**src/rtl/dp_result_collector.sv**
```systemverilog
// Result collector for fixed-latency, non-stallable datapaths: credit-gated input acceptance,
// a valid pipeline that tracks in-flight vectors, and a first-word-fall-through result FIFO.
module dp_result_collector #(
    parameter int DATAWIDTH = 32,
    parameter int LATENCY   = 2,
    parameter int DEPTH     = 4,
    localparam int CW  = $clog2(DEPTH + 1),
    localparam int PW  = (DEPTH > 1) ? $clog2(DEPTH) : 1,
    localparam int FW  = $clog2(LATENCY + 1),
    localparam int CRW = $clog2(DEPTH + LATENCY + 1)
) (
    input  logic                        Clk,
    input  logic                        Rst,
    input  logic                        in_valid,
    output logic                        in_ready,
    input  logic signed [DATAWIDTH-1:0] dp_x,
    input  logic signed [DATAWIDTH-1:0] dp_z,
    output logic                        out_valid,
    input  logic                        out_ready,
    output logic signed [DATAWIDTH-1:0] out_x,
    output logic signed [DATAWIDTH-1:0] out_z,
    output logic [CW-1:0]               count,
    output logic                        ovf_err
);

    typedef struct packed {
        logic signed [DATAWIDTH-1:0] x;
        logic signed [DATAWIDTH-1:0] z;
    } res_t;

    logic [LATENCY-1:0] vld_pipe;
    logic [FW-1:0]      inflight;
    logic [CRW-1:0]     credits_used;
    logic               accept;
    logic               push;
    logic               pop;
    logic               full;
    logic               wr_en;

    res_t               mem [0:DEPTH-1];
    res_t               din;
    res_t               head;
    logic [PW-1:0]      wr_ptr;
    logic [PW-1:0]      rd_ptr;
    logic [PW-1:0]      wr_nxt;
    logic [PW-1:0]      rd_nxt;
    logic [CW-1:0]      cnt_nxt;
    logic [CW-1:0]      remain;

    function automatic logic [PW-1:0] ptr_inc(input logic [PW-1:0] p);
        return (p == PW'(DEPTH - 1)) ? '0 : p + 1'b1;
    endfunction

    // Credit covers both stored results and vectors still inside the datapath, so a
    // result can never arrive at a full FIFO.
    always_comb begin
        inflight = '0;
        for (int i = 0; i < LATENCY; i++)
            inflight = inflight + FW'(vld_pipe[i]);
        credits_used = CRW'(inflight) + CRW'(count);
    end

    assign in_ready  = (credits_used < CRW'(DEPTH));
    assign accept    = in_valid & in_ready;
    assign push      = vld_pipe[LATENCY-1];
    assign full      = (count == CW'(DEPTH));
    assign out_valid = (count != '0);
    assign pop       = out_valid & out_ready;
    assign wr_en     = push & ~full;
    assign din       = '{x: dp_x, z: dp_z};

    always_comb begin
        wr_nxt  = wr_en ? ptr_inc(wr_ptr) : wr_ptr;
        rd_nxt  = pop ? ptr_inc(rd_ptr) : rd_ptr;
        remain  = count - CW'(pop);
        cnt_nxt = remain + CW'(wr_en);
    end

    always_ff @(posedge Clk or negedge Rst) begin
        if (!Rst) begin
            vld_pipe <= '0;
        end else begin
            vld_pipe[0] <= accept;
            for (int i = 1; i < LATENCY; i++)
                vld_pipe[i] <= vld_pipe[i-1];
        end
    end

    always_ff @(posedge Clk) begin
        if (wr_en)
            mem[wr_ptr] <= din;
    end

    // Head is registered so the outputs hold their last value once the FIFO drains.
    // When the entry being written becomes the head, it bypasses the memory.
    always_ff @(posedge Clk or negedge Rst) begin
        if (!Rst) begin
            wr_ptr  <= '0;
            rd_ptr  <= '0;
            count   <= '0;
            head    <= '0;
            ovf_err <= 1'b0;
        end else begin
            wr_ptr <= wr_nxt;
            rd_ptr <= rd_nxt;
            count  <= cnt_nxt;
            if (wr_en && remain == '0)
                head <= din;
            else if (cnt_nxt != '0)
                head <= mem[rd_nxt];
            if (push && full)
                ovf_err <= 1'b1;
        end
    end

    assign out_x = head.x;
    assign out_z = head.z;

endmodule

```
**config.mk**
```make
export PLATFORM = sky130hd
export DESIGN_NAME = dp_result_collector
export DESIGN_NICKNAME = d
export VERILOG_FILES = /design/src/rtl/dp_result_collector.sv
export SDC_FILE = /design/constraint.sdc
export NUM_CORES = 1
export LEC_CHECK = 0
export BUFFER_PORTS_ARGS = -buffer_cell sky130_fd_sc_hd__buf_2
export CORE_MARGIN = 5
export CORE_UTILIZATION = 55
export CTS_BUF_LIST = sky130_fd_sc_hd__clkbuf_8 sky130_fd_sc_hd__clkbuf_16
export DETAILED_ROUTE_END_ITERATION = 16
export GPL_TIMING_DRIVEN = 0
export HOLD_SLACK_MARGIN = 0.02
export PLACE_DENSITY = 0.75
export RECOVER_POWER = 50
export SYNTH_ARGS = -nofsm -noshare
export SYNTH_HDL_FRONTEND = slang
export SYNTH_SLANG_ARGS = --single-unit
```
**constraint.sdc**
```tcl
create_clock -name Clk -period 7.35 [get_ports Clk]
set_input_delay 0.3675 -clock Clk [delete_from_list [all_inputs] [get_ports Clk]]
set_output_delay 0.3675 -clock Clk [all_outputs]
set_load 0.05 [all_outputs]
```
==> results.json <==
{
  "htreeDepth": 2,
  "dieArea_sq_mm": 0.0261,
  "hold_viol": 0,
  "crit_arrival_ps": 4170,
  "fin_nets": 1144,
  "portBuffers": 137,
  "synth_top_family_by_area": "compound AO/OA/AOI/OAI gates",
  "clock_insertion_delay_worst_skew_ps": 500,
  "yosys_warnings": 0,
  "gp_congestion": 0.729,
  "clk_pin_slew_worst_paths_ps": 60,
  "grtUsageTotal_pct": 22.5,
  "vias_per_cell": 5.93,
  "pre_cts_slack_ps": 3890,
  "die_h_um": 162,
  "synth_seq_cells": 330,
  "cap_violations": 2,
  "synth_xor_area_share_pct": 0.326,
  "wl_per_cell_um": 21.3,
  "critical_path_class": "in2async",
  "first_pass_iters": 5,
  "yosys-mux-area-fraction_pct": 0.257,
  "fin_crit_sh_pct": 56.0,
  "post_cts_resized": 0,
  "maxSlewViolCount": 77,
  "yosys.area_share.adder_pct": 0.989,
  "final_cell_mix": "edfxtp_1, nand2_1, a21oi_1",
  "finalSetupViolCount": 0,
  "outcome": "finished with violations",
  "drive_gt1_share_pct": 13.3,
  "synth_edf_count": 256,
  "critPathLaunchType": "input pin",
  "die_w_um": 162,
  "worstPathMaxFanout": 43,
  "synth.distinct_cells": 28,
  "min_period_ps": 4120,
  "syn2layout_area_growth_pct": 17.3,
  "synth_cells": 887,
  "cts_tree": "done",
  "core.rowCount": 55,
  "final_core_util_pct": 65.5,
  "syn_area_sq_mm": 0.0127,
  "drcViolationCount": 0,
  "grt_pass1_wl_um": 45800,
  "endpoint_kind": "asynchronous set/reset pin",
  "ys_seq_area_share_pct": 75.4,
  "synthSimpleGateAreaFrac_pct": 6.54,
  "slew_headroom_pct": -72.2,
  "tns_ps": 0,
  "root_buffer": "clkbuf_16",
  "numCtsBuffers": 34,
  "initial_core_util_pct": 55.9,
  "synth-compound-area-share_pct": 13.8,
  "grt_remaining_overflow": 0,
  "finalWirelength_um": 29300,
  "antenna_found_initial": 2,
  "ys_dominant_reg_cell": "edfxtp_1",
  "max_clock_freq_mhz": 243,
  "rsz0062_at_grt": "false",
  "grt_max_degree": 48,
  "fin_worst_skew_ps": 10.6,
  "ios": 138,
  "hold_path_class": "in2reg",
  "clockBufferDepth": 3,
  "antenna_left": 0,
  "critPathRequiredTime_ps": 7400,
  "grt_pass1_vias": 8324,
  "cts_sinks": 330,
  "post-dp-hpwl_um": 18400,
  "drt_iter0_markers": 788,
  "core_area_sq_mm": 0.0226,
  "postSynthNetCount": 965,
  "violations": "capacitance limit, slew limit",
  "final_common_cell": "edfxtp_1",
  "postCtsSetupBuffers": 0,
  "vias": 8166,
  "worst_slew_pin_slew_ps": 2580,
  "synthArstFlopShare_pct": 22.4,
  "holdBufCountCts": 1,
  "avgSynthCellArea_sq_um": 14.3,
  "reg2reg_slack_ps": 3880,
  "post-route-worst-setup-slack_ps": 3230
}
per-layer routing:
layer	share of wire [%]	GRT usage, %	vias up	wire length, um
met5	0.024	0	-	7
met3	7.1	3.96	39	2070
li1	-	-	3742	-
met2	50	37.4	310	14600
met4	1.9	5.84	2	563
met1	41	31.4	4073	12100
worst paths after layout:
check,startpoint,end,depth (start not counted)
max in group Clk,count[2],out_x[4],11
min in group asynchronous,Rst,out_z[14],2
worst min-delay path,in_valid,vld_pipe[0],2
worst max register to register,count[2],out_x[4],11
worst min register to register,vld_pipe[0],vld_pipe[1],0
worst max-delay path,Rst,out_x[11],3
critical path, stage by stage:
cell and delay [ps]:
dlygate4sd3_1 520, clkbuf_1 1320, clkbuf_1 1920
cells by family after synthesis:
group | after synthesis
compound gates | 262
xor+xnor | 3
fa+ha+maj | 10
buf+inv | 70
flops | 330
mux | 2
simple gates | 210
sequential cells by signal, indices dropped and copies added (netlist names):
register / count
count: 3
out_z: 32
vld_pipe: 2
ovf_err: 1
wr_ptr: 2
out_x: 32
mem: 256
rd_ptr: 2
cells in the mapped netlist (2+ instances only):
cell      count  area [sq um]
a21oi_1     129           646
a32o_1       64           641
and2_1        6          37.5
buf_2        29           145
buf_4        12          90.1
clkbuf_1     20          75.1
dfrtp_1      74          1850
edfxtp_1    256          7690
ha_1         10           125
inv_1         8          30.0
nand2_1     195           732
nor2_1        3          11.3
o21ai_0       3          15.0
o22ai_1      63           394
xnor2_1       2          17.5
through the flow:
step	hold WS [ps]	cell area, sq um	cells
after floorplan	71.9	12700	887
after global placement	366	13700	1309
after detailed placement	344	13800	1314
after CTS	60.7	15000	1377
after global routing	99.0	14800	1378
final	84.4	14800	1378
final cells by class:
cell class              count  area [sq um]
diodes                      1          2.50
flip-flops and latches    330          9540
inverters                   8          30.0
fillers                  1622          7800
plain buffers              62           314
multi-input cells         487          2780
repair buffers            143           673
clock inverters            19           139
clock buffers              43          1010
well taps                 285           357
Power is left out: the tool's default activity adds up to more than one toggle a clock period on the data nets, which glitch-free logic cannot reach.
